$ cat src/rtl/fractal_sync_rsp_drv.sv
// Fractal-sync downstream response driver: pops the TX response FIFO and drives one-cycle wake pulses, credit- and gap-limited.
// Pop at t, wake at t+1; stalls with pop_o=0 when out of credits. Optional counters: FRACTAL_SYNC_RSP_DRV_STATS_EN.

package fractal_sync_rsp_drv_pkg;
  typedef struct packed {
    logic       wake;
    logic [1:0] dst;
    logic       error;
  } fsync_rsp_t;
endpackage

module fractal_sync_rsp_drv #(
  parameter type         fsync_rsp_t = fractal_sync_rsp_drv_pkg::fsync_rsp_t,
  parameter int unsigned CREDITS     = 1,
  parameter int unsigned GAP_CYCLES  = 0,
  parameter int unsigned CNT_W       = 16
) (
  input  logic             clk_i,
  input  logic             rst_ni,
  input  logic             empty_i,
  input  fsync_rsp_t       rsp_i,
  output logic             pop_o,
  output fsync_rsp_t       rsp_o,
  input  logic             credit_i,
  output logic             credit_error_o,
  output logic             busy_o,
  output logic [CNT_W-1:0] sent_cnt_o,
  output logic [CNT_W-1:0] err_cnt_o
);

  localparam int unsigned CRED_W = $clog2(CREDITS + 1);
  localparam int unsigned GAP_W  = ($clog2(GAP_CYCLES + 1) > 1) ? $clog2(GAP_CYCLES + 1) : 1;
  localparam logic [CRED_W-1:0] CRED_MAX = CRED_W'(CREDITS);
  localparam logic [GAP_W-1:0]  GAP_LOAD = (GAP_CYCLES > 1) ? GAP_W'(GAP_CYCLES - 1) : '0;

  typedef enum logic [1:0] {
    IDLE,
    SEND,
    GAP
  } state_e;

  state_e            state_q, state_d;
  logic [CRED_W-1:0] credits_q, credits_d;
  logic [GAP_W-1:0]  gap_q, gap_d;
  fsync_rsp_t        rsp_q, rsp_d;
  logic              credit_err_q, credit_err_d;
  logic              can_issue;
  logic              fire;

  always_comb begin
    state_d      = state_q;
    credits_d    = credits_q;
    gap_d        = gap_q;
    rsp_d        = '0;
    credit_err_d = 1'b0;

    can_issue = (state_q == IDLE) || ((state_q == SEND) && (GAP_CYCLES == 0));
    fire      = !empty_i && (credits_q != '0) && can_issue;

    if (fire) begin
      rsp_d      = rsp_i;
      rsp_d.wake = 1'b1;
    end

    // The IDLE cycle that pops the next entry is itself the last idle slot on rsp_o,
    // so GAP only needs to cover GAP_CYCLES-1 cycles to give a period of GAP_CYCLES+1.
    case (state_q)
      IDLE: begin
        if (fire) state_d = SEND;
      end
      SEND: begin
        if (fire) begin
          state_d = SEND;
        end else if (GAP_CYCLES > 1) begin
          state_d = GAP;
          gap_d   = GAP_LOAD;
        end else begin
          state_d = IDLE;
        end
      end
      GAP: begin
        gap_d = gap_q - GAP_W'(1);
        if (gap_q == GAP_W'(1)) state_d = IDLE;
      end
      default: state_d = IDLE;
    endcase

    if (fire && !credit_i) begin
      credits_d = credits_q - CRED_W'(1);
    end else if (!fire && credit_i) begin
      if (credits_q == CRED_MAX) begin
        credit_err_d = 1'b1;
      end else begin
        credits_d = credits_q + CRED_W'(1);
      end
    end
  end

  always_ff @(posedge clk_i or negedge rst_ni) begin
    if (!rst_ni) begin
      state_q      <= IDLE;
      credits_q    <= CRED_MAX;
      gap_q        <= '0;
      rsp_q        <= '0;
      credit_err_q <= 1'b0;
    end else begin
      state_q      <= state_d;
      credits_q    <= credits_d;
      gap_q        <= gap_d;
      rsp_q        <= rsp_d;
      credit_err_q <= credit_err_d;
    end
  end

  assign pop_o          = fire;
  assign rsp_o          = rsp_q;
  assign credit_error_o = credit_err_q;
  assign busy_o         = (state_q != IDLE) || (credits_q != CRED_MAX);

`ifdef FRACTAL_SYNC_RSP_DRV_STATS_EN
  logic [CNT_W-1:0] sent_cnt_q, sent_cnt_d;
  logic [CNT_W-1:0] err_cnt_q, err_cnt_d;

  always_comb begin
    sent_cnt_d = sent_cnt_q;
    err_cnt_d  = err_cnt_q;
    if (rsp_q.wake) begin
      sent_cnt_d = sent_cnt_q + CNT_W'(1);
      if (rsp_q.error) err_cnt_d = err_cnt_q + CNT_W'(1);
    end
  end

  always_ff @(posedge clk_i or negedge rst_ni) begin
    if (!rst_ni) begin
      sent_cnt_q <= '0;
      err_cnt_q  <= '0;
    end else begin
      sent_cnt_q <= sent_cnt_d;
      err_cnt_q  <= err_cnt_d;
    end
  end

  assign sent_cnt_o = sent_cnt_q;
  assign err_cnt_o  = err_cnt_q;
`else
  assign sent_cnt_o = '0;
  assign err_cnt_o  = '0;
`endif

endmodule

$ cat config.mk
export PLATFORM = sky130hd
export DESIGN_NAME = fractal_sync_rsp_drv
export DESIGN_NICKNAME = d
export VERILOG_FILES = /design/src/rtl/fractal_sync_rsp_drv.sv
export SDC_FILE = /design/constraint.sdc
export NUM_CORES = 1
export LEC_CHECK = 0
export CORE_UTILIZATION = 32
export DETAILED_ROUTE_END_ITERATION = 8
export MAX_ROUTING_LAYER = met4
export PLACE_DENSITY = 0.83
export SETUP_SLACK_MARGIN = 0.15
export SLEW_MARGIN = 15
export SYNTH_ARGS = -nofsm -noshare
export SYNTH_HDL_FRONTEND = slang
export SYNTH_SLANG_ARGS = --single-unit
export TNS_END_PERCENT = 100
$ cat constraint.sdc
create_clock -name clk_i -period 2.2 [get_ports clk_i]
set_input_delay 0.44 -clock clk_i [delete_from_list [all_inputs] [get_ports clk_i]]
set_output_delay 0.44 -clock clk_i [all_outputs]
set_load 0.01 [all_outputs]
==> Yosys cells after proc, flatten, opt, wreduce, memory -nomap -nowiden <==
Cells that the tools add are included.
{ "word_totals": {"regBits": 9, "latch_bits": 0, "mem_bits_rw": 0, "rom_bits": 0, "input_bits": 8, "out_inout_bits": 39, "elab_cells": 39, "memories": 0} }
{ "classes": {"add_sub_neg": 3, "multipliers": 0, "n_div": 0, "n_lt_le_gt_ge": 0, "n_eq_ne": 4, "n_shift": 0, "n_mux": 11, "bitwise": 1, "n_reduce_logical": 13} }
{ "ops": {"columns": ["cell", "count"], "rows": [
  ["$mux W1", 7],
  ["$pmux W2 S3", 1],
  ["$logic_and A1 B1 Y1", 4],
  ["$mux W2", 2],
  ["$mux W4", 1],
  ["$ne A2 B2 Y1 const B", 2],
  ["$reduce_bool A2 Y1", 2],
  ["$logic_not A1 Y1", 3],
  ["$eq A2 B1 Y1 const B", 1],
  ["$eq A2 B2 Y1 const B", 1],
  ["$logic_not A2 Y1", 1],
  ["$logic_or A1 B1 Y1", 2],
  ["$reduce_and A2 Y1", 1],
  ["$sub A1 B1 Y1 const B", 2],
  ["$add A1 B1 Y1 const B", 1],
  ["$not A1 Y1", 1]
]} }

==> Depth between registers and ports, before layout <==
Gate-level depths: netlist (run 1).
{ "logic_depth": {"ltp_word": 7, "mapped_depth": 4, "ltp_nobuf": 4} }

==> Least setup slack after synthesis (run 1) <==
No wires, ideal clock.
{ "synth_timing": {"path_kind": "register -> register", "start": "register credits_q", "end": "register credits_q", "setup_time_ns": 0.082, "arrival_ns": 1.217, "required_time_ns": 2.118, "slack_ns": 0.901, "stages_incl_launch_ff": 4, "n_path_buf": 0, "period_less_slack_ns": 1.299, "path_cell_list": "dfstp_2 > and2b_4 > ha_1 > mux2_2"} }
{ "synth_between": {"elab_chain_len": 5, "elab_cells_between_ends": 11, "classes_between": "add/sub: 2; mux: 3; reduce/logical: 6"} }
{ "synth_lines": {"columns": ["element", "line", "source"], "rows": [
  ["start: declaration", "43", "logic [CRED_W-1:0] credits_q, credits_d;"],
  ["start signal: assignment", "108", "credits_q <= credits_d;"],
  ["$logic_and A1 B1 Y1 (*) (2 in series)", "58", "fire = !empty_i && (credits_q != '0) && can_issue;"],
  ["named net pop_o", "22", "output logic pop_o,"],
  ["$logic_not A1 Y1", "90", "end else if (!fire && credit_i) begin"],
  ["$logic_and A1 B1 Y1", "90", null],
  ["$reduce_bool A2 Y1 (no source line)", null, null]
]} }
The timed path passes the listed nets; every way through them passes the cells marked *. The select of a mux whose other input is x is not followed.
A chain may end at the register's enable or synchronous reset.

==> Worst setup path in the final report (run 1) <==
{ "layout_timing": {"start": "input port empty_i", "end": "output port pop_o"} }
{ "layout_between": {"elab_chain_len": 3} }
{ "layout_lines": {"columns": ["element", "line", "source"], "rows": [
  ["start: declaration", "20", "input logic empty_i,"],
  ["$logic_not A1 Y1", "58", null],
  ["$logic_and A1 B1 Y1 (2 in series)", "58", null],
  ["end: declaration", "22", null]
]} }
No other way between the ends.

==> run metrics, run 1 <==
status=finished clean; total track usage=7.544%; grt total ovfl=0; Yosys reg bits=7; core area=1506 um^2; crit path from=empty_i; Data required, critical path=1.76 ns; Max Root-Sink Buffers=2; met3 Use GR=3.448%; RSZ-0062 raised after global routing=false; total CTS buffers=3; Unique masters post-synth=13; Setup WS pre-CTS=0.06483 ns; initial antenna violation count=0; commonest cells in the netlist=buf_4 (32), dfrtp_1 (6), and2_1 (3), ha_1 (2), inv_1 (2); crit-path max FO=7; met2 Track Usage GR=10.15%; max-slew violations=0; synth warn=0; RR Startpoint=credits_q; drt pass-1 iters=4; Seq/Total Area, Yosys=34.06%; Hold Vio Cnt, Final=0; # DRC=0; Post-DRT Antenna Nets=0; Layout Skew=0.003736 ns; Design Power=0.0003995 W; minimum clock period=1.860 ns; area leader, netlist=buf_4; WS Path Type=input port to primary output; I/O Pins=47; Setup Buffers After CTS=0; Vert. Die Dim=42.24 um; vias in the first global route=201; Die Width=42.24 um; final setup fails=0; CP peak stage delay=0.42 ns; routed vias=270; share of cells above drive strength 1=8.696%; pwr/cell area=701.8 nW/um^2; period utilisation layout=84.56%; row count=14; CP bufs+invs=2; crit path DAT=1.42 ns; DRT Wirelength=599 um; syn avg cell area=9.774 um^2; synth top area cells=buf_4 (46%), dfrtp_1 (29%), dfstp_2 (5.1%), ha_1 (4.8%), and2_1 (3.6%); WL/cell=7.047 um; CTS root buffer=clkbuf_4; worst setup margin=0.3397 ns; n_diodes=0; final HPWL from detailed placement=496.9 um; Initial Utilization=34.39%; Yosys top cell area share=46.38%; Crit path max-delay family=buffers and inverters; Sink Count=7; count leader, synth=buf_4; Synth Cell Area=518.0 um^2; met1 Use GR=7.838%; Post-synth EDFFs=0; slowest cell on the critical path=clkdlybuf4s50_1; Hold Slack=0.4457 ns; Async SR Flop Fraction=100.0%; largest net degree at the start of global routing=8; Clk Latency, worst-skew pair=0.24 ns; TNS Setup=0 ns; area of the die=1784 um^2; FMAX=0.5375 GHz; grt peak-use layer=met2; clock transition at the registers of the reported paths=0.05 ns; CP cell instances=clkdlybuf4s50_1 -> and2b_4 -> dlygate4sd2_1; first-pass GRT wire length=910 um; Final GP Congestion=0.6827; drt first-iter violations=3; max-cap viol count=0; Main synth FF type=dfrtp_1; Leak Pwr=0.3117 nW; Vias/cell=3.176; crit start category=input port; Gate Count Post-Synth=53; Hold WC Path Type=input port to asynchronous set/reset pin; Critical Path Sink Type=primary output; Worst VDD drop=189.9 uV; final core utilization=37.79%; # fillers=160; Syn-to-layout area delta=9.903%; Buffers on Ports=13; CTS tree=yes; Final #Nets=80; htree depth=1
[worst reg2reg max path: stages, from the launching register on]
cell and delay (ns):
dfstp_2 0.56, and2b_4 0.20, ha_1 0.24, mux2_2 0.27
[final cells by class]
| class | instances | area [um^2] | share of cell area (%) |
|---|---|---|---|
| tap | 16 | 20.02 | 3.516 |
| sequential | 7 | 176.4 | 30.99 |
| inverter | 2 | 7.507 | 1.319 |
| timing repair buffer | 13 | 128.9 | 22.64 |
| clock buffer | 4 | 26.28 | 4.615 |
| multi-input combinational | 43 | 210.2 | 36.92 |
[power breakdown]
part           internal (W)  switching (W)
Sequential         0.000153     0.00000993
Clock             0.0000688      0.0000416
Combinational     0.0000639      0.0000621
[layout by cell type (no fill, tap or decap), types with 2 or more instances in the layout]
| cell type | Yosys | final |
|---|---|---|
| dfrtp_1 | 6 | 6 |
| clkdlybuf4s50_1 | 0 | 12 |
| conb_1 | 1 | 32 |
| ha_1 | 2 | 2 |
| and2_1 | 3 | 3 |
| inv_1 | 2 | 2 |
| clkbuf_4 | 0 | 3 |
[routing by layer]
metal / part of all wire (%) / vias up
li1: - / 126
met1: 31 / 119
met2: 51 / 25
met3: 17 / 0
met4: 0 / 0
met5: 0 / -
[path summary, 6_finish.rpt]
| check | to | slack [ns] | cells after the start |
|---|---|---|---|
| worst max-delay path | pop_o | 0.34 | 3 |
| worst min-delay path | rsp_o[3] | 0.45 | 1 |
| worst max register to register | credits_q | 0.86 | 3 |
| worst min register to register | state_q[0] | 0.55 | 1 |
| max in group asynchronous | credits_q | 1.48 | 1 |
| min in group clk_i | state_q[0] | 0.55 | 1 |
[state kept, by name (all words and copies together), names as in the netlist]
register	cells
credits_q	1
rsp_o	4
credit_error_o	1
state_q	1
[repair_timing]
item                                    CTS  global route
endpoints found under the setup margin    1             0
hold buffers                              0             0
endpoints found under the hold margin     0             0
resized for setup                         1             0
[cells by family (layout without fill, tap and decap cells)]
logic type                 after synthesis  count (layout)  synth area share [%]
buffers and inverters                   34              19                 47.83
and+or+nand+nor                          8               8                 10.39
DFF                                      7               7                 34.06
adders and majority gates                2               2                 4.830
other                                    1              32                0.7239
muxes                                    1               1                 2.174
[through the flow]
stage / instance area, um^2 / cells
floorplan: 634.4 / 84
detailed placement: 544.3 / 81
CTS: 569.3 / 85
finish: 569.3 / 85
global placement: 544.3 / 81
global route: 569.3 / 85
Note: power is estimated with default switching activity, not from simulation.
==> run 2: changes to the inputs <==
Settings changed: CORE_UTILIZATION 32 to 30, PLACE_DENSITY 0.83 to 0.79.
Clock period 2.2 ns to 1.91 ns, I/O delays scaled along.
==> run 2 against run 1 <==
Sequential share of layout area fell by 0.54 points. Combinational power rose by 17%. Core utilization shrank 0.63 points. Worst hold slack got worse by 0.059 ns. Non-clock buffer count increased by 1. First-iteration DRC count increased by 130%. Largest cell class unchanged. Highest routed layer is now met4. The flow now finishes with violations (design-rule violations).
==> run metrics, run 2 (synthesized netlist as in run 1, its figures left out) <==
drt first-iter violations=7; most common cell after layout, fill and taps aside=conb_1; routed vias=281; max-slew violations=0; slowest cell on the critical path=clkdlybuf4s50_1; crit path DAT=1.32 ns; WL/cell=7.012 um; RSZ-0062 raised after global routing=false; final HPWL from detailed placement=535.4 um; clock transition at the registers of the reported paths=0.05 ns; CTS root buffer=clkbuf_4; commonest cells after routing, fill and taps aside=conb_1 (32), clkdlybuf4s50_1 (11), dfrtp_1 (6), and2_1 (3), clkbuf_4 (3); grt total ovfl=0; CP cell instances=clkdlybuf4s50_1 -> and2b_4 -> dlygate4sd2_1; first-pass GRT wire length=862 um; max reg flops=4; Max Root-Sink Buffers=2; RR Startpoint=credits_q; Clk Latency, worst-skew pair=0.24 ns; Setup WS pre-CTS=-0.03990 ns; period utilisation layout=88.94%; Sink Count=7; Vias/cell=3.267; worst reg2reg path depth=4; crit start category=input port; core area=1559 um^2; worst setup margin=0.2112 ns; Layout Skew=0.0002606 ns; n_diodes=0; largest net degree at the start of global routing=8; Worst VDD drop=254.6 uV; Hold Vio Cnt, Final=0; Final #Nets=81; # fillers=168; initial antenna violation count=0; vias in the first global route=202; Data required, critical path=1.53 ns; CP peak stage delay=0.47 ns; htree depth=1; crit-path max FO=2; Vert. Die Dim=43.56 um; setup slack, reg-to-reg=0.50 ns; Buffers on Ports=13; drt pass-1 iters=5; Worst R2R End=credits_q; Die Width=43.56 um; minimum clock period=1.699 ns; CTS tree=yes; area of the die=1897 um^2; Final Instance Area=579.3 um^2; DRT Wirelength=603 um; # DRC=7; FMAX=0.5887 GHz; WS Path Type=input port to primary output; hold_buf cts=0; Final GP Congestion=0.7202; Critical Path Sink Type=primary output; Design Power=0.0004645 W; share of cells above drive strength 1=10.00%; Hold WC Path Type=input port to asynchronous set/reset pin; row count=14; failing checks=design-rule violations; I/O Pins=47; status=finished with violations; total CTS buffers=3; final setup fails=0; pwr/cell area=801.9 nW/um^2; total track usage=6.952%; max-cap viol count=0; Leak Pwr=0.3255 nW; Post-DRT Antenna Nets=0; dpl cell area=551.8 um^2; Syn-to-layout area delta=11.84%; Initial Utilization=33.23%
[run 2: worst max path at each step]
stage                    from   endpoint  slack, ns
floorplan           credits_q  credits_q       0.61
global placement      empty_i      pop_o      -0.05
detailed placement    empty_i      pop_o      -0.04
CTS                 credits_q     busy_o       0.18
global route          empty_i      pop_o       0.19
finish                empty_i      pop_o       0.21
[run 2: layout make-up]
type	instances	area [um^2]	area share, %
well taps	16	20.02	3.456
multi-input cells	43	210.2	36.29
flip-flops and latches	7	176.4	30.45
repair buffers	14	138.9	23.97
inverters	2	7.507	1.296
clock buffers	4	26.28	4.536
[run 2: stage by stage]
stage / util (%) / hold WS (ns) / std cells / setup TNS, ns
5_1_grt: 37.16 / 0.4044 / 86 / 0
2_1_floorplan: - / 0.08641 / 84 / 0
3_5_place_dp: 35.39 / 0.5473 / 82 / -0.03990
6_report: 37.16 / 0.3863 / 86 / 0
3_3_place_gp: 35.39 / 0.5374 / 82 / -0.04619
4_1_cts: 37.00 / 0.3918 / 86 / 0
[run 2: where the power goes]
group / switching (W) / total [W] / internal (W) / leakage (nW)
Sequential: 0.0000120 / 0.000189 / 0.000177 / 0.0871
Clock: 0.0000484 / 0.000128 / 0.0000793 / 0.0150
Combinational: 0.0000719 / 0.000148 / 0.0000762 / 0.223
Total: 0.000132 / 0.000465 / 0.000332 / 0.325
[run 2: layer usage]
metal  vias up  global-route usage, %  routed length, um
met5         -                      -                  0
met4         0                  7.500                 17
met2        27                  10.15                299
met3         2                  1.667                101
met1       124                  7.235                185
li1        128                      -                  -
[run 2: critical path, delay by kind of cell]
kind / cells / cell delay (ns)
simple gates: 1 / 0.19
buf+inv: 2 / 0.74
[run 2: timing repair]
action,CTS,global route
endpoints found under the setup margin,1,1
setup buffers,0,0
gates resized for setup,1,1
==> variant 1, RTL diff (config.mk and constraints of run 1) <==
Build with the macro `FRACTAL_SYNC_RSP_DRV_STATS_EN` defined.
--- a/src/rtl/fractal_sync_rsp_drv.sv
+++ b/src/rtl/fractal_sync_rsp_drv.sv
@@ -1,4 +1,6 @@
 // Fractal-sync downstream response driver: pops the TX response FIFO and drives one-cycle wake pulses, credit- and gap-limited.
 // Pop at t, wake at t+1; stalls with pop_o=0 when out of credits. Optional counters: FRACTAL_SYNC_RSP_DRV_STATS_EN.
+
+`define FRACTAL_SYNC_RSP_DRV_STATS_EN
 
 package fractal_sync_rsp_drv_pkg;
Formal check against the unedited RTL: not equivalent (Yosys sat finds a counterexample within 4 cycles, from zero or initial values and one cycle with rst_ni low).
==> variant 1 against run 1 <==
Register-to-register slack got worse by 330 ps; setup slack lost 35 ps; sequential cell count rose by 32; area after synthesis grew to 3.2 times the old value; design area increased to 4.1 times the old value; power grew to 5.2 times the old value; clock skew is 1.9 ps higher; hold slack worse by 260 ps; die area grew to 3.1 times the old value; wire length grew to 5.0 times the old value; sequential share of layout area increased by 11 points; largest power group unchanged.
==> variant 1: results (changes against run 1) <==
- Placed insts: 251 (+210%)
- WP data arrival: 1460 ps (+40 ps)
- Comb_multi_in: 94 (+120%)
- Max incr delay on CP: 620 ps (+200 ps)
- NumNets Final: 203 (+150%)
- Largest net degree at the start of global routing: 40 (+32)
- First-pass GRT wire length: 4.98 mm (+450%)
- Routability congestion estimate: 0.802 (+17%)
- CTS H-Tree Depth: 2 (+1)
- Fraction of area in multi-input gates: 0.285 (-0.0844)
- TritonCTS buffer count: 5 (+2)
- Worst skew pair latency: 280 ps (+40 ps)
- Met1 Use GR: 0.144 (+0.0661)
- Post-synth top cells: dfrtp_1, xnor2_1, nand2_1
- Initial antenna violation count: 0 (unchanged)
- Wire per inst: 11.6 um (+65%)
- Slowest-stage cell, CP: clkdlybuf4s50_1
- Synth area leaders: dfrtp_1, xnor2_1, xor2_1
- Dominant synthesized flop cell: dfrtp_1
- Grt met2 use: 0.197 (+0.0954)
- Reg area: 977 um^2 (+450%)
- Clock-pin slew on the worst setup and hold paths: 70 ps (+20 ps)
- Ant diodes: 0 (unchanged)
- Post-CTS setup buffer count: 0 (unchanged)
- Clock Tree Buf Depth: 2 (unchanged)
- Cell variety after synth: 20 (+7)
- Peak supply drop: 651 uV (+240%)
- Root Driver: clkbuf_8
- Run status: finished, final reports clean
- Non-clk bufs: 47 (+34)
- Seq/Total Area, Yosys: 0.588 (+0.248)
- Clock-cell share: 0.0509 (+0.00474)
- Clock Skew: 5.62 ps (+1.88 ps)
- PortBufs: 45 (+32)
- Final WL: 3.02 mm (+400%)
- Filler instances: 449 (+180%)
- Clkbuf count: 6 (+2)
- Non-clock buffering overhead: 0.199 (-0.0277)
- Sequential cells: 39 (+32)
- Lkg Pwr: 1.00 nW (+220%)
- CP max FO: 9 (+2)
- GR met3 Demand/Resource: 0.0488 (+0.0143)
- Layout cell share with drive strength beyond 1: 0.0885 (+0.00159)
- Gr usage total: 0.126 (+0.0502)
- Vias in the first global route: 1122 (+460%)
- Inverter count: 4 (+2)
- Vias per cell: 4.39 (+38%)
- HPWL reported at the end of detailed placement: 2.24 mm (+350%)
- Drt pass-1 iters: 2 (-2)
- Instance count of the mapped netlist: 138 (+160%)
- Reg2reg path depth: 4 (+1)
- Post-synth ARST share: 1.00 (unchanged)
- DRT iter0 DRCs: 34 (+31)
variant 1: cell types whose count changed in the layout (fill, tap and decap cells not counted), sizes merged, moves of 5 or more:
cell,delta
nand2,+14
nor3,+5
nand4,+7
nand3,+11
conb,-32
dfrtp,+32
nor2,+7
xnor2,+22
xor2,+8
clkdlybuf4s50,+31
variant 1: metal layers:
layer | vias up | wire length (um)
met2 | 31 | 1460
li1 | 563 | -
met3 | 4 | 168
met5 | - | 0
met1 | 539 | 1360
met4 | 0 | 26
variant 1: worst paths after layout:
kind                            slack, ps           from       endpoint
worst min-delay path                  180         rst_ni  sent_cnt_o[9]
worst max register to register        530       rsp_o[3]  err_cnt_o[15]
worst max-delay path                  300       rsp_o[3]       rsp_o[3]
max in group asynchronous            1640         rst_ni      credits_q
worst min register to register        470  err_cnt_o[15]  err_cnt_o[15]
min in group clk_i                    470  err_cnt_o[15]  err_cnt_o[15]
variant 1: through the flow:
stage,hold slack [ps],util,area [um^2],setup slack [ps]
after floorplan,144,-,1660,638
after global placement,460,0.453,2190,123
after detailed placement,468,0.453,2190,150
after CTS,213,0.477,2310,275
after global routing,227,0.477,2310,233
final,184,0.477,2310,305
variant 1: power by group:
group	switching [W]	internal [W]
Sequential	0.000145	0.000831
Clock	0.000240	0.000367
Combinational	0.000203	0.000306
variant 1: logic make-up after synthesis:
logic type                 count (synthesis)  synth area share
and+or+nand+nor                           57             0.188
xor gates and xnor gates                  30             0.158
muxes                                      3            0.0203
buffers and inverters                      5            0.0158
adders and majority gates                  4            0.0301
DFF                                       39             0.588
==> variant 2, RTL diff (flow settings as in run 1) <==
Without the edit above. Remove the register `credit_err_q`: a continuous assignment takes its place, so the output `credit_error_o` follows one clock earlier.
--- a/src/rtl/fractal_sync_rsp_drv.sv
+++ b/src/rtl/fractal_sync_rsp_drv.sv
@@ -103,5 +103,4 @@
       gap_q        <= '0;
       rsp_q        <= '0;
-      credit_err_q <= 1'b0;
     end else begin
       state_q      <= state_d;
@@ -109,7 +108,8 @@
       gap_q        <= gap_d;
       rsp_q        <= rsp_d;
-      credit_err_q <= credit_err_d;
     end
   end
+
+  assign credit_err_q = credit_err_d;
 
   assign pop_o          = fire;
Check against the original RTL: not equivalent (a bounded check fails within 4 cycles, from zero or initial values and one cycle with rst_ni low).
==> variant 2 against run 1 <==
Sequential cell count fell by 1; fmax down 2.3%; setup slack worse by 43 ps; power down 5.2%; global-route usage up 1.2 points; highest routed layer unchanged; core utilization increased by 3.6 points; non-clock buffer count rose by 3; area after synthesis is 4.8% lower; sequential share of layout area decreased by 4.2 points; hold slack worse by 59 ps; die area down 4.6%; wire length increased by 4.7%; design area decreased by 0.66%.
==> variant 2: results (changes against run 1) <==
- HPWL reported at the end of detailed placement: 540 um (+8.6%)
- Clock Skew: 11.3 ps (+7.53 ps)
- Placed insts: 82 (+1.2%)
- DRT iter0 DRCs: 0 (-3)
- Run status: finished, final reports clean
- DR vias: 281 (+4.1%)
- Drt pass-1 iters: 1 (-3)
- Gr usage total: 0.0872 (+0.0117)
- Max incr delay on CP: 480 ps (+60 ps)
- Seq/Total Area, Yosys: 0.307 (-0.0335)
- Layout cell share with drive strength beyond 1: 0.155 (+0.0680)
- Routability congestion estimate: 0.526 (-23%)
- Peak supply drop: 173 uV (-8.7%)
- Clock Tree Buf Depth: 2 (unchanged)
- Ant diodes: 0 (unchanged)
- Hold Crit Class: in -> reg
- Largest net degree at the start of global routing: 7 (-1)
- Synth area leaders: buf_4, dfrtp_1, dfstp_2
- Reg2reg path depth: 5 (+2)
- Wire per inst: 7.29 um (+3.5%)
- Slowest-stage cell, CP: clkdlybuf4s50_1
- First-pass GRT wire length: 814 um (-11%)
- Instance count of the mapped netlist: 52 (-1.9%)
- CTS H-Tree Depth: 1 (unchanged)
- WP data arrival: 1460 ps (+40 ps)
- Lkg Pwr: 0.322 nW (+3.4%)
- Vias per cell: 3.27 (+2.9%)
- CP max FO: 2 (-5)
- WHS Path Cells: 2
- Vias in the first global route: 225 (+12%)
- Post-synth top cells: buf_4, dfrtp_1, and2_1
- Clock-pin slew on the worst setup and hold paths: 50 ps (about the same)
- Dominant synthesized flop cell: dfrtp_1
- TritonCTS buffer count: 3 (unchanged)
variant 2: cell types whose count changed after synthesis:
cell and delta:
dfrtp_1 -1
variant 2: path summary, 6_finish.rpt:
| path | startpoint | to | slack (ps) |
|---|---|---|---|
| max | credit_i | credit_error_o | 300 |
| min | empty_i | state_q[0] | 390 |
| max reg2reg | credits_q | credits_q | 850 |
| min reg2reg | credits_q | state_q[0] | 540 |
| max in group asynchronous | rst_ni | credits_q | 1490 |
| min in group asynchronous | rst_ni | rsp_o[1] | 430 |
variant 2: worst max-delay path: cells and delay by family:
family,cells,cell delay [ps]
buf+inv,3,650
fa+ha+maj,1,180
simple gates,1,190
variant 2: kinds of logic (layout without fill, tap and decap cells):
group / after synthesis / after routing / synth area share
other: 1 / 32 / 0.00761
AND/OR/NAND/NOR: 8 / 8 / 0.109
adder cells (fa/ha/maj): 2 / 2 / 0.0508
buffers and inverters: 34 / 22 / 0.503
multiplexers: 1 / 1 / 0.0228
flip-flops: 6 / 6 / 0.307
variant 2: layout make-up:
| cell class | instances | area [um^2] |
|---|---|---|
| Fill cell | 142 | 801 |
| Multi-Input combinational cell | 43 | 213 |
| Sequential cell | 6 | 151 |
| Timing Repair Buffer | 16 | 149 |
| Clock buffer | 4 | 26.3 |
| Tap cell | 15 | 18.8 |
| Inverter | 2 | 7.51 |
variant 2: metal layers:
layer  global-route usage  vias up  share of wire
met2                0.148       23           0.54
met4               0.0968        0              0
met1               0.0519      127           0.29
met3               0.0543        0           0.17
met5                    -        -              0
li1                     -      131              -
variant 2: power breakdown:
part / total [W] / switching (W) / internal (W)
clock network: 0.000106 / 0.0000371 / 0.0000685
logic: 0.000131 / 0.0000628 / 0.0000681
registers: 0.000142 / 0.0000101 / 0.000132
variant 2: per-stage QoR:
step | instance area [um^2] | setup WS, ps | utilization | power (W)
6_report | 566 | 297 | 0.414 | 0.000379
2_1_floorplan | 609 | 649 | - | 0.000252
5_1_grt | 566 | 204 | 0.414 | 0.000418
4_1_cts | 564 | 13.1 | 0.413 | 0.000386
3_5_place_dp | 541 | -250 | 0.396 | 0.000281
3_3_place_gp | 541 | -261 | 0.396 | 0.000275
variant 2: what timing repair did:
item / CTS / global route
resized for setup: 2 / 5
buffers inserted: 0 / 0
setup endpoints to repair: 2 / 1
endpoints found under the hold margin: 0 / 0
